<file path="src/rtl/dice_pkg.sv">
// Shared definitions for the dice-roll engine arbiter: die codes, FSM states, result width.
package dice_pkg;

    localparam int RESULT_W = 32;

    localparam logic [RESULT_W-1:0] DIE_D4        = 0;
    localparam logic [RESULT_W-1:0] DIE_D6        = 1;
    localparam logic [RESULT_W-1:0] DIE_D8        = 2;
    localparam logic [RESULT_W-1:0] DIE_D10       = 3;
    localparam logic [RESULT_W-1:0] DIE_D12       = 4;
    localparam logic [RESULT_W-1:0] DIE_D20       = 5;
    localparam logic [RESULT_W-1:0] DIE_D100      = 6;
    localparam logic [RESULT_W-1:0] DIE_MAX_VALID = 6;

    typedef enum logic [1:0] {
        ST_IDLE,
        ST_ISSUE,
        ST_WAIT,
        ST_RESP
    } arb_state_t;

    // Only codes the engine knows how to roll; anything else is answered locally with an error.
    function automatic logic die_code_valid(input logic [RESULT_W-1:0] code);
        case (code)
            DIE_D4, DIE_D6, DIE_D8, DIE_D10, DIE_D12, DIE_D20, DIE_D100: return 1'b1;
            default: return 1'b0;
        endcase
    endfunction

endpackage

</file>
<file path="src/rtl/rr_arbiter.sv">
// Combinational round-robin arbiter: one-hot grant to the first request at or above ptr, wrapping.
// Holds no state so any shared resource can pair it with its own pointer register.
module rr_arbiter #(
    parameter int N     = 4,
    parameter int PTR_W = (N > 1) ? $clog2(N) : 1
) (
    input  logic [N-1:0]     req,
    input  logic [PTR_W-1:0] ptr,
    output logic [N-1:0]     grant,
    output logic             any_req
);

    logic [PTR_W-1:0] idx;
    logic             found;

    always_comb begin
        grant = '0;
        found = 1'b0;
        idx   = '0;
        for (int i = 0; i < N; i++) begin
            idx = PTR_W'((int'(ptr) + i) % N);
            if (!found && req[idx]) begin
                grant[idx] = 1'b1;
                found      = 1'b1;
            end
        end
    end

    assign any_req = |req;

endmodule

</file>
<file path="src/rtl/dice_roll_arbiter.sv">
// Round-robin sequencer sharing one dice-roll instruction engine among NUM_REQ requesters.
// Define DICE_ARB_TIMEOUT_EN to abort a stalled roll after TIMEOUT_CYCLES in WAIT with rsp_err.
module dice_roll_arbiter
    import dice_pkg::*;
#(
    parameter int NUM_REQ        = 4,
    parameter int DIE_W          = 4,
    parameter int TIMEOUT_CYCLES = 64
) (
    input  logic                     clk,
    input  logic                     reset,
    input  logic [NUM_REQ-1:0]       req,
    input  logic [NUM_REQ*DIE_W-1:0] die_sel,
    output logic [NUM_REQ-1:0]       ack,
    output logic [NUM_REQ-1:0]       rsp_valid,
    output logic [RESULT_W-1:0]      rsp_data,
    output logic                     rsp_err,
    output logic                     busy,
    output logic                     rng_clk_en,
    output logic                     rng_start,
    output logic [RESULT_W-1:0]      rng_dataa,
    output logic [RESULT_W-1:0]      rng_datab,
    input  logic [RESULT_W-1:0]      rng_result,
    input  logic                     rng_done
);

    localparam int PTR_W = (NUM_REQ > 1) ? $clog2(NUM_REQ) : 1;

    if (NUM_REQ < 2 || NUM_REQ > 8) begin : g_bad_num_req
        $error("dice_roll_arbiter: NUM_REQ must be in 2..8");
    end
    if (DIE_W < $clog2(DIE_MAX_VALID + 1) || DIE_W > RESULT_W) begin : g_bad_die_w
        $error("dice_roll_arbiter: DIE_W cannot hold every valid die code");
    end
    if (TIMEOUT_CYCLES < 1) begin : g_bad_timeout
        $error("dice_roll_arbiter: TIMEOUT_CYCLES must be at least 1");
    end

    arb_state_t          state_q;
    arb_state_t          state_d;
    logic [PTR_W-1:0]    ptr_q;
    logic [PTR_W-1:0]    owner_q;
    logic [PTR_W-1:0]    grant_idx;
    logic [NUM_REQ-1:0]  grant;
    logic                any_req;
    logic [DIE_W-1:0]    sel_code;
    logic                code_ok;
    logic [RESULT_W-1:0] result_q;
    logic                err_q;
    logic                timeout_hit;

    rr_arbiter #(
        .N     (NUM_REQ),
        .PTR_W (PTR_W)
    ) u_rr (
        .req     (req),
        .ptr     (ptr_q),
        .grant   (grant),
        .any_req (any_req)
    );

    always_comb begin
        grant_idx = '0;
        sel_code  = '0;
        for (int i = 0; i < NUM_REQ; i++) begin
            if (grant[i]) begin
                grant_idx = PTR_W'(i);
                sel_code  = die_sel[i*DIE_W +: DIE_W];
            end
        end
    end

    assign code_ok = die_code_valid(RESULT_W'(sel_code));

`ifdef DICE_ARB_TIMEOUT_EN
    localparam int TMO_W = $clog2(TIMEOUT_CYCLES + 1);

    logic [TMO_W-1:0] wait_cnt;

    // Counts cycles spent in WAIT; cleared whenever the FSM is anywhere else.
    always_ff @(posedge clk) begin
        if (reset || state_q != ST_WAIT) begin
            wait_cnt <= '0;
        end else begin
            wait_cnt <= wait_cnt + 1'b1;
        end
    end

    assign timeout_hit = (state_q == ST_WAIT) && (wait_cnt == TMO_W'(TIMEOUT_CYCLES - 1));
`else
    assign timeout_hit = 1'b0;
`endif

    always_comb begin
        state_d = state_q;
        case (state_q)
            ST_IDLE: begin
                if (any_req) begin
                    state_d = code_ok ? ST_ISSUE : ST_RESP;
                end
            end
            ST_ISSUE: state_d = rng_done ? ST_RESP : ST_WAIT;
            ST_WAIT: begin
                if (rng_done || timeout_hit) begin
                    state_d = ST_RESP;
                end
            end
            ST_RESP: state_d = ST_IDLE;
            default: state_d = ST_IDLE;
        endcase
    end

    // All handshake outputs are registered: pulses default low and are raised for one cycle.
    always_ff @(posedge clk) begin
        if (reset) begin
            state_q   <= ST_IDLE;
            ptr_q     <= '0;
            owner_q   <= '0;
            result_q  <= '0;
            err_q     <= 1'b0;
            ack       <= '0;
            rsp_valid <= '0;
            rsp_data  <= '0;
            rsp_err   <= 1'b0;
            busy      <= 1'b0;
            rng_start <= 1'b0;
            rng_dataa <= '0;
        end else begin
            state_q   <= state_d;
            busy      <= (state_d != ST_IDLE);
            ack       <= '0;
            rsp_valid <= '0;
            rsp_err   <= 1'b0;
            rng_start <= 1'b0;
            case (state_q)
                ST_IDLE: begin
                    if (any_req) begin
                        ack     <= grant;
                        owner_q <= grant_idx;
                        if (code_ok) begin
                            rng_start <= 1'b1;
                            rng_dataa <= RESULT_W'(sel_code);
                            err_q     <= 1'b0;
                        end else begin
                            err_q    <= 1'b1;
                            result_q <= '0;
                        end
                    end
                end
                ST_ISSUE: begin
                    if (rng_done) begin
                        result_q <= rng_result;
                    end
                end
                ST_WAIT: begin
                    if (rng_done) begin
                        result_q <= rng_result;
                    end else if (timeout_hit) begin
                        result_q <= '0;
                        err_q    <= 1'b1;
                    end
                end
                ST_RESP: begin
                    rsp_valid[owner_q] <= 1'b1;
                    rsp_data           <= result_q;
                    rsp_err            <= err_q;
                    ptr_q              <= (owner_q == PTR_W'(NUM_REQ - 1)) ? '0 : owner_q + 1'b1;
                end
                default: ;
            endcase
        end
    end

    assign rng_clk_en = 1'b1;
    assign rng_datab  = '0;

endmodule

</file>
<file path="config.mk">
export PLATFORM = sky130hd
export DESIGN_NAME = dice_roll_arbiter
export DESIGN_NICKNAME = d
export VERILOG_FILES = /design/src/rtl/dice_pkg.sv /design/src/rtl/rr_arbiter.sv /design/src/rtl/dice_roll_arbiter.sv
export SDC_FILE = /design/constraint.sdc
export NUM_CORES = 1
export LEC_CHECK = 0
export CAP_MARGIN = 15
export CORE_ASPECT_RATIO = 1.4
export CORE_MARGIN = 2
export CORE_UTILIZATION = 49
export CTS_CLUSTER_SIZE = 10
export DETAILED_ROUTE_END_ITERATION = 12
export GPL_TIMING_DRIVEN = 0
export MAX_ROUTING_LAYER = met4
export PLACE_DENSITY = 0.87
export SETUP_SLACK_MARGIN = 0.15
export SLEW_MARGIN = 20
export SYNTH_ARGS = -nofsm -noshare
export SYNTH_HDL_FRONTEND = slang
export SYNTH_HIERARCHICAL = 1
export SYNTH_SLANG_ARGS = --single-unit
export TNS_END_PERCENT = 1
</file>
<file path="constraint.sdc">
create_clock -name clk -period 8.5 [get_ports clk]
set_input_delay 1.275 -clock clk [delete_from_list [all_inputs] [get_ports clk]]
set_output_delay 1.275 -clock clk [all_outputs]
set_load 0.01 [all_outputs]
</file>
# Word level (Yosys, flattened, before mapping)
# Cells that the tools add are included.
[totals] output_inout_bits=108 mem_bits_rw=0 elab_cells=113 reg_bits=86 latchBits=0 n_memories=0 input_bits=55 mem_bits_ro=0
[op_classes] n_reduce_logical=23 div=0 n_eq_ne=13 mux=45 n_lt_le_gt_ge=10 mul=0 n_addsub=4 n_shift=0 bitwise=6
[ops] op="32-bit 2-to-1 mux" count=3
[ops] op="32-bit one-hot mux with 2 select lines" count=1
[ops] op="4-bit 2-to-1 mux" count=8
[ops] op="1-bit 2-to-1 mux" count=17
[ops] op="2-bit by 3-bit < comparator with 1-bit output (second input constant)" count=5
[ops] op="4-bit by 3-bit == test with 1-bit output (second input constant)" count=3
[ops] op="2-bit 2-to-1 mux" count=6
[ops] op="4-bit bitwise OR" count=3
[ops] op="1-bit demux with 2-bit select" count=5
[ops] op="2-bit by 1-bit >= comparator with 1-bit output (second input constant)" count=5
[ops] op="1-bit binary-select mux with 2-bit select" count=4
[ops] op="4-bit by 2-bit == test with 1-bit output (second input constant)" count=2
[ops] op="1-bit logical AND" count=8
[ops] op="2-bit one-hot mux with 4 select lines" count=1
[ops] op="7-bit OR reduction" count=1
[ops] op="2-bit == test (second input constant)" count=3
[ops] op="2-bit by 1-bit adder with 2-bit output (second input constant)" count=2
[ops] op="2-bit adder (second input constant)" count=2
[ops] op="4-bit by 1-bit == test with 1-bit output (second input constant)" count=1
[ops] op="4-bit logical NOT" count=1
[ops] op="2-bit inequality test (second input constant)" count=2
[ops] op="4-bit AND reduction" count=1
[ops] op="2-bit nonzero test" count=2
[ops] op="2-bit OR reduction" count=2
[ops] op="9 further kinds" count=13

# Depth between registers and ports, before layout
# Gate-level depths: netlist of the first run.
[depth] depth_word=23 mapped_depth=14 depth_no_buf=11

# Modules after synthesis
# The synthesis of the first run kept the hierarchy.
[modules_own_cells] mod="dice_roll_arbiter" n_inst=1 area_per_inst_um2=4131.5 cells_each=426 seq_area_each_um2=1721.7
[modules_own_cells] mod="rr_arbiter" n_inst=1 area_per_inst_um2=345.3 cells_each=37 seq_area_each_um2=0.0

# Least setup slack after synthesis of the first run
# No wires, ideal clock.
[synth_path] kind="input -> register" start="input req[3]" end="register rng_dataa[1]" slack_ns=4.741 required_time_ns=8.372 setup_time_ns=0.128 cell_stages=11 n_path_buf=2 t_arrival_ns=3.631 path_cell_list="mux4_2 -> buf_6 -> nor4b_4 -> nand2_1 -> o211ai_1 -> buf_4 -> nor3b_1 -> a211oi_4 -> a311oi_1 -> mux2i_1 -> nor2_1"
[synth_between] elab_cells_between_ends=39 classes_between="6 x eq/ne; 20 x mux; 3 x bitwise; 10 x reduce/logical"
[synth_rtl] element="start: declaration" line="dice_roll_arbiter.sv:12" text="input logic [NUM_REQ-1:0] req,"
[synth_rtl] element="1-bit binary-select mux with 2-bit select" line="rr_arbiter.sv:22" text="if (!found && req[idx]) begin"
[synth_rtl] element="1-bit 2-to-1 mux (implied by the code)" line="rr_arbiter.sv:22"
[synth_rtl] element="1-bit 2-to-1 mux" line="rr_arbiter.sv:22"
[synth_rtl] element="1-bit logical NOT" line="rr_arbiter.sv:22"
[synth_rtl] element="1-bit logical AND" line="rr_arbiter.sv:22"
[synth_rtl] element="1-bit 2-to-1 mux" line="rr_arbiter.sv:22"
[synth_rtl] element="1-bit logical NOT" line="rr_arbiter.sv:22"
[synth_rtl] element="1-bit logical AND" line="rr_arbiter.sv:22"
[synth_rtl] element="[2 not listed]"
[synth_rtl] element="1-bit logical AND" line="rr_arbiter.sv:22"
[synth_rtl] element="4-bit 2-to-1 mux (*)" line="rr_arbiter.sv:22"
[synth_rtl] element="via grant[2]" line="dice_roll_arbiter.sv:44" text="logic [NUM_REQ-1:0] grant;"
[synth_rtl] element="4-bit 2-to-1 mux (*) (2 in a row)" line="dice_roll_arbiter.sv:66" text="if (grant[i]) begin"
[synth_rtl] element="4-bit by 1-bit == test with 1-bit output, or another cell as far along" line="dice_pkg.sv:24" text="case (code)"
[synth_rtl] element="7-bit OR reduction" line="dice_pkg.sv:24"
[synth_rtl] element="1-bit 2-to-1 mux" line="dice_pkg.sv:24"
[synth_rtl] element="3-bit AND reduction (no source line)"
[synth_rtl] element="end signal: assignment" line="dice_roll_arbiter.sv:142" text="rng_dataa <= RESULT_W'(sel_code);"
[synth_rtl] element="end: declaration" line="dice_roll_arbiter.sv:21" text="output logic [RESULT_W-1:0] rng_dataa,"
# Mark *: on every way through the listed nets, which the timed path passes. The rest lies on a longest branch. The select of a mux whose other input is x is not followed.
# A chain may end at the register's enable or synchronous reset.

# Worst setup path after layout of the first run
[layout_path] start="input req[0]" end="register rng_dataa[1]"
# The elaborated chain is that of the path after synthesis.

==> results of run 1 <==
==> logic make-up (layout without fill, tap and decap cells) <==
group | after synthesis | after routing
flip-flops | 86 | 86
adder cells (fa/ha/maj) | 15 | 15
other | 2 | 61
AO/OA/AOI/OAI | 34 | 34
AND/OR/NAND/NOR | 154 | 154
buffers and inverters | 101 | 217
multiplexers | 71 | 71
==> placed cells by master (no fill, tap or decap), types with 10 or more instances in the layout <==
master	Yosys	routed
inv_1	14	14
nor3_1	10	10
nor2_1	42	42
buf_4	62	62
ha_1	15	15
clkdlybuf4s50_1	0	100
dfxtp_1	86	86
clkbuf_1	11	11
conb_1	2	61
nand2_1	41	41
mux2i_1	67	67
or2b_1	30	30
==> sequential cells by signal, summed over array words and instances, names as in the netlist <==
register / cells
rsp_data: 32
rsp_valid: 4
rng_dataa: 4
result_q: 32
err_q: 1
busy: 1
rng_start: 1
rsp_err: 1
owner_q: 2
ptr_q: 2
state_q: 2
ack: 4
==> final timing paths <==
path | slack, ns | to | startpoint | cells past startpoint
max reg2reg | 4.66 | rng_dataa[1] | ptr_q[0] | 12
min | 0.48 | rng_dataa[3] | rng_dataa[3] | 1
max | 4.08 | rng_dataa[1] | req[0] | 12
min reg2reg | 0.48 | rng_dataa[3] | rng_dataa[3] | 1
==> through the flow <==
step | area, µm² | hold WS [ns]
2_1_floorplan | 4700 | 0.431
3_3_place_gp | 5830 | 0.460
3_5_place_dp | 5830 | 0.459
4_1_cts | 6180 | 0.476
5_1_grt | 6180 | 0.494
6_report | 6180 | 0.476
==> layout make-up <==
class	count	share of cell area, %
Tap cell	107	2.17
Buffer	87	10.6
Clock buffer	9	3.64
Timing Repair Buffer	100	16.2
Inverter	14	0.850
Sequential cell	86	27.9
Multi-Input combinational cell	335	36.7
Clock inverter	7	1.96
==> report_power, final <==
group,switching (mW),total [mW],leakage [nW],internal [mW]
Clock,0.161,0.449,0.158,0.288
Sequential,0.0439,0.524,0.698,0.480
Combinational,0.343,0.706,1.81,0.363
==> metal layers <==
layer	global-route usage, %	vias to the layer above	share of wire [%]
met5	-	-	0
met4	6.77	0	1.7
met3	5.26	16	6.3
met2	36.9	130	51
met1	22.1	1583	41
li1	-	1751	-
==> worst max-delay path: cells and delay by family <==
| family | cells | cell delay (ns) |
|---|---|---|
| buf+inv | 3 | 0.88 |
| simple gates | 4 | 0.88 |
| compound gates | 3 | 0.84 |
| mux | 2 | 0.76 |
==> reports/qor.yml, run 1 <==
finish:
  post-route-util_pct: 69.2
  area_growth_pct: 38.0
  n_fill_cell: 697
  drive_gt1_share_pct: 16.8
  final_nets: 703
  seq_area_um2: 1720
  finalNonFillerCells: 745
  multi_input_area_um2: 2270
  antenna_cells: 0
synth:
  synth.distinct_cells: 41
  synth-seq-cells: 86
  syn_area_um2: 4480
  synth_compound_area_share_pct: 6.04
  yosys.area_share.simple_pct: 18.2
  yosysMostFrequentCell: "dfxtp_1"
  async_flop_share_pct: 0
  yosysTopAreaCellShare_pct: 38.5
  ys_warn_count: 6
  synth-xor-area-share_pct: 0
  synth-edff-count: 0
  synthFlopType: "dfxtp_1"
  synth_common_cells: "86 x dfxtp_1, 67 x mux2i_1, 62 x buf_4"
  avgSynthCellArea_um2: 9.67
  yosysTopAreaCell: "dfxtp_1"
  synth.area.mux_share_pct: 17.2
  synth_adder_area_share_pct: 4.19
  synthCells: 463
  synth_top_family_by_area: "simple AND/OR/NAND/NOR gates"
  ys_seq_area_share_pct: 38.5
  synthTopCellsByArea: "dfxtp_1 38%, mux2i_1 15%, buf_4 10%"
critical_path:
  crit_fanout: 10
  end_kind: "register"
  crit_type: "primary input to register"
  critPathLaunchType: "primary input"
  cp_data_arrival_time_ns: 4.62
  path_cells: "clkdlybuf4s50_1 -> mux4_2 -> buf_6 -> nor4b_4 -> nand2_1 -> o211ai_1 -> buf_4 -> nor3b_1 -> a211oi_4 -> a311oi_1 -> mux2i_1 -> nor2_1"
  cpMaxStageDelayCell: "a311oi_1"
  slowest_delay_ns: 0.58
  worstPathRequired_ns: 8.71
detailed_routing:
  drtIter0Drc: 104
  routedWlPerCell_um: 13.4
  drt_pre_antenna_iters: 4
  drc: 0
  ant_nets: 0
  routed_wl_um: 10000
  vias: 3480
  via_per_inst: 4.67
worst_hold_path:
  hp-class: "register to register"
floorplanning:
  die_y_um: 117
  num_rows: 41
  die_w_um: 84.8
  fp.coreArea_um2: 8930
  io_pins: 163
  die-area_um2: 9930
  start_util_pct: 50.2
clocking:
  post_cts_resize_count: 0
  cts_num_sinks: 86
  clk_path_buf_depth: 2
  clk_latency_ns: 0.33
  numCtsBuffers: 9
  cts_tree: "done"
  post-cts-setup-buffers: 0
  cts_max_level: 3
  clock-root-buffer: "clkbuf_16"
  cts-hold-fix-buffers: 0
  clk_pin_slew_ns: 0.06
sta:
  hold_violations: 0
  timing.fmax_mhz: 226
  worstMarginPinSlew_ns: 0.678
  grt_setup_unrepaired: "no"
  slew_viol_final: 0
  fin_skew_ns: 0.00360
  setup_viol: 0
  fin_crit_sh_pct: 52.0
  fin_tns_setup_ns: 0
  slew_headroom_pct: 54.5
  finalWorstSetupSlack_ns: 4.08
  fin_crit_ns: 4.42
power:
  pwr_density_cell_nw_per_um2: 272
  cellLeakagePower_nw: 2.67
  finalPower_mw: 1.68
  vdd_ir_drop_max_v: 0.000194
place:
  gp_congestion: 0.881
  hpwl_um: 7630
  pre_cts_slack_ns: 3.79
  port_buffers: 100
  dp_cells: 729
grt:
  grt_pass1_vias: 3445
  grt_pass1_wl_um: 15800
  overflow: 0
  gr-usage-all-layers_pct: 20.5
  grt_max_degree: 16
  antenna_found_initial: 0
flow_run:
  drv_cap: 0
outcome:
  outcome: "completed"
(Power assumes the default switching activity.)
==> run 2: changes to the inputs <==
Settings changed: CORE_UTILIZATION 49 to 41, PLACE_DENSITY 0.87 to 0.77.
Clock period 8.5 ns to 3.6 ns, I/O delays scaled along.
==> reports/qor.yml, run 2 (synthesis gave the netlist of run 1 again) <==
grt:
  gr-usage-all-layers_pct: 18.1  # -2.4 points
  antenna_found_initial: 0  # unchanged
  grt_pass1_wl_um: 16500  # +4.8%
  overflow: 0  # unchanged
  grt_max_degree: 16  # unchanged
  grt_pass1_vias: 3523  # +2.3%
power:
  clkPwrFrac_pct: 22.3  # -4.5 points
  cellLeakagePower_nw: 2.76  # +3.7%
  p_int_mw: 2.61  # +130%
  vdd_ir_drop_max_v: 0.000369  # +90%
  pwr_density_cell_nw_per_um2: 627  # +130%
  p_sw_share_pct: 34.7  # +2.0 points
  p_sw_mw: 1.39  # +150%
  p_seq_share_pct: 30.6  # -0.6 points
  p_comb_share_pct: 47.0  # +4.9 points
sta:
  timing.fmax_mhz: 301
  slew_headroom_pct: 59.2  # +4.7 points
  hold_violations: 0  # unchanged
  fin_crit_sh_pct: 92.3
  slew_viol_final: 0  # unchanged
  worstMarginPinSlew_ns: 0.612  # -0.0654 ns
  finalWorstSetupSlack_ns: 0.278  # -3.80 ns
  fin_crit_ns: 3.32
  fin_skew_ns: 0.00631  # +0.00270 ns
  setup_viol: 0  # unchanged
  holdWs_ns: 0.485  # +0.00928 ns
  grt_setup_unrepaired: "yes"
critical_path:
  end_kind: "register"
  cp-startpoint: "ptr_q[0]"
  critPathLaunchType: "register"
  path_cells: "inv_1 -> ha_4 -> mux4_2 -> nor4b_4 -> nand2_1 -> o211ai_1 -> buf_4 -> buf_4 -> nand2_1 -> a41oi_4 -> nand3_1 -> o221a_1 -> buf_6 -> buf_12 -> mux2i_2"
  cp_data_arrival_time_ns: 3.55  # -1.07 ns
  cpMaxStageDelayCell: "mux4_2"
  rrSetupSlack_ns: 0.28  # -4.38 ns
  worstSetupEndpoint: "result_q[28]"
  worstPathRequired_ns: 3.82  # -4.89 ns
  reg2reg_from: "ptr_q[0]"
  worstReg2RegEnd: "result_q[28]"
  crit_fanout: 10  # unchanged
  r2r_cells: 15  # +3
  crit_type: "register to register"
  slowest_delay_ns: 0.38  # -0.20 ns
detailed_routing:
  drt_pre_antenna_iters: 4  # unchanged
  routedWlPerCell_um: 13.4  # -0.12%
  drc: 0  # unchanged
  via_per_inst: 4.54  # -2.9%
  routed_wl_um: 10700  # +6.5%
  ant_nets: 0  # unchanged
  drtIter0Drc: 99  # -4.8%
  vias: 3603  # +3.5%
place:
  dp_cells: 763  # +4.7%
  hpwl_um: 7730  # +1.4%
  pre_cts_slack_ns: -0.324  # -4.11 ns
  port_buffers: 100  # unchanged
  gp_congestion: 0.799  # -9.3%
finish:
  final_common_cell: "clkdlybuf4s50_1"
  drive_gt1_share_pct: 20.4  # +3.6 points
  finalNonFillerCells: 794  # +6.6%
  final_nets: 718  # +2.1%
  area_growth_pct: 42.4
  post-route-util_pct: 59.3  # -10 points
  final_cell_mix: "96 x clkdlybuf4s50_1, 84 x dfxtp_1, 77 x buf_4"
  top_regs: "result_q x32, rsp_data x32"
  antenna_cells: 0  # unchanged
floorplanning:
  io_pins: 163  # unchanged
  fp.coreArea_um2: 10800  # +20%
  die_y_um: 128  # +9.0%
  die_w_um: 92.3  # +8.9%
  num_rows: 45  # +9.8%
  die-area_um2: 11800  # +19%
  start_util_pct: 41.6  # -8.5 points
clocking:
  clock-root-buffer: "clkbuf_16"
  numCtsBuffers: 9  # unchanged
  cts_num_sinks: 86  # unchanged
  cts_max_level: 3  # unchanged
  clk_path_buf_depth: 2  # unchanged
  clk_pin_slew_ns: 0.06  # about the same
  cts_tree: "done"
  clk_latency_ns: 0.33  # about the same
flow_run:
  drv_cap: 0  # unchanged
worst_hold_path:
  hp-start: "err_q"
  hp-class: "register to register"
  hold-path-cell-count: 1  # unchanged
outcome:
  outcome: "completed"
-- run 2: cell types whose count changed in the layout (fill, tap and decap cells not counted), sizes merged --
cell,change
bufinv,-3
dlymetal6s2s,+4
inv,+1
clkbuf,+2
buf,+15
clkdlybuf4s50,-4
-- run 2: worst min path at each step --
stage / to
floorplan: rsp_err
finish: rsp_err
detailed placement: rsp_err
global route: rsp_err
global placement: rsp_err
CTS: rsp_err
-- run 2: critical path, delay by kind of cell (launching register included) --
family / cells / cell delay [ns]
AOI/OAI and AO/OA: 3 / 0.66
adders and majority gates: 1 / 0.29
buffers and inverters: 5 / 0.72
DFF: 1 / 0.37
muxes: 2 / 0.52
and+or+nand+nor: 4 / 0.65
-- run 2: power groups by stage --
stage	clock (mW)	combinational, mW	sequential, mW
6_report	0.894	1.88	1.23
5_1_grt	0.955	2.02	1.25
4_1_cts	0.925	1.78	1.23
3_5_place_dp	0	1.70	1.25
3_3_place_gp	0	1.65	1.24
2_1_floorplan	0	1.27	1.25
-- run 2: metrics by stage --
stage,cell area (µm²),TNS [ns],power [mW]
after floorplan,4700,0,2.52
after global placement,5880,-7.22,2.89
after detailed placement,5880,-10.27,2.95
after CTS,6250,0,3.94
after global routing,6370,0,4.23
final,6370,0,4.00
-- run 2: cell type report --
| type | count | area (µm²) |
|---|---|---|
| tap | 141 | 176 |
| timing repair buffer | 115 | 1120 |
| inverter | 14 | 52.6 |
| clock inverter | 5 | 40.0 |
| buffer | 87 | 653 |
| clock buffer | 11 | 253 |
| sequential | 86 | 1730 |
| multi-input combinational | 335 | 2350 |
| fill | 936 | 4380 |
-- run 2: per-layer routing --
layer	wire, µm	track usage [%]	vias up
li1	-	-	1775
met1	4160	19.5	1688
met2	5600	32.3	129
met3	755	4.54	11
met4	141	5.88	0
met5	0	-	-
-- run 2: repair_timing --
item,CTS,global route
pin swaps,5,5
endpoints found under the setup margin,37,35
setup buffers,5,10
hold buffers,0,0
resized for setup,9,14
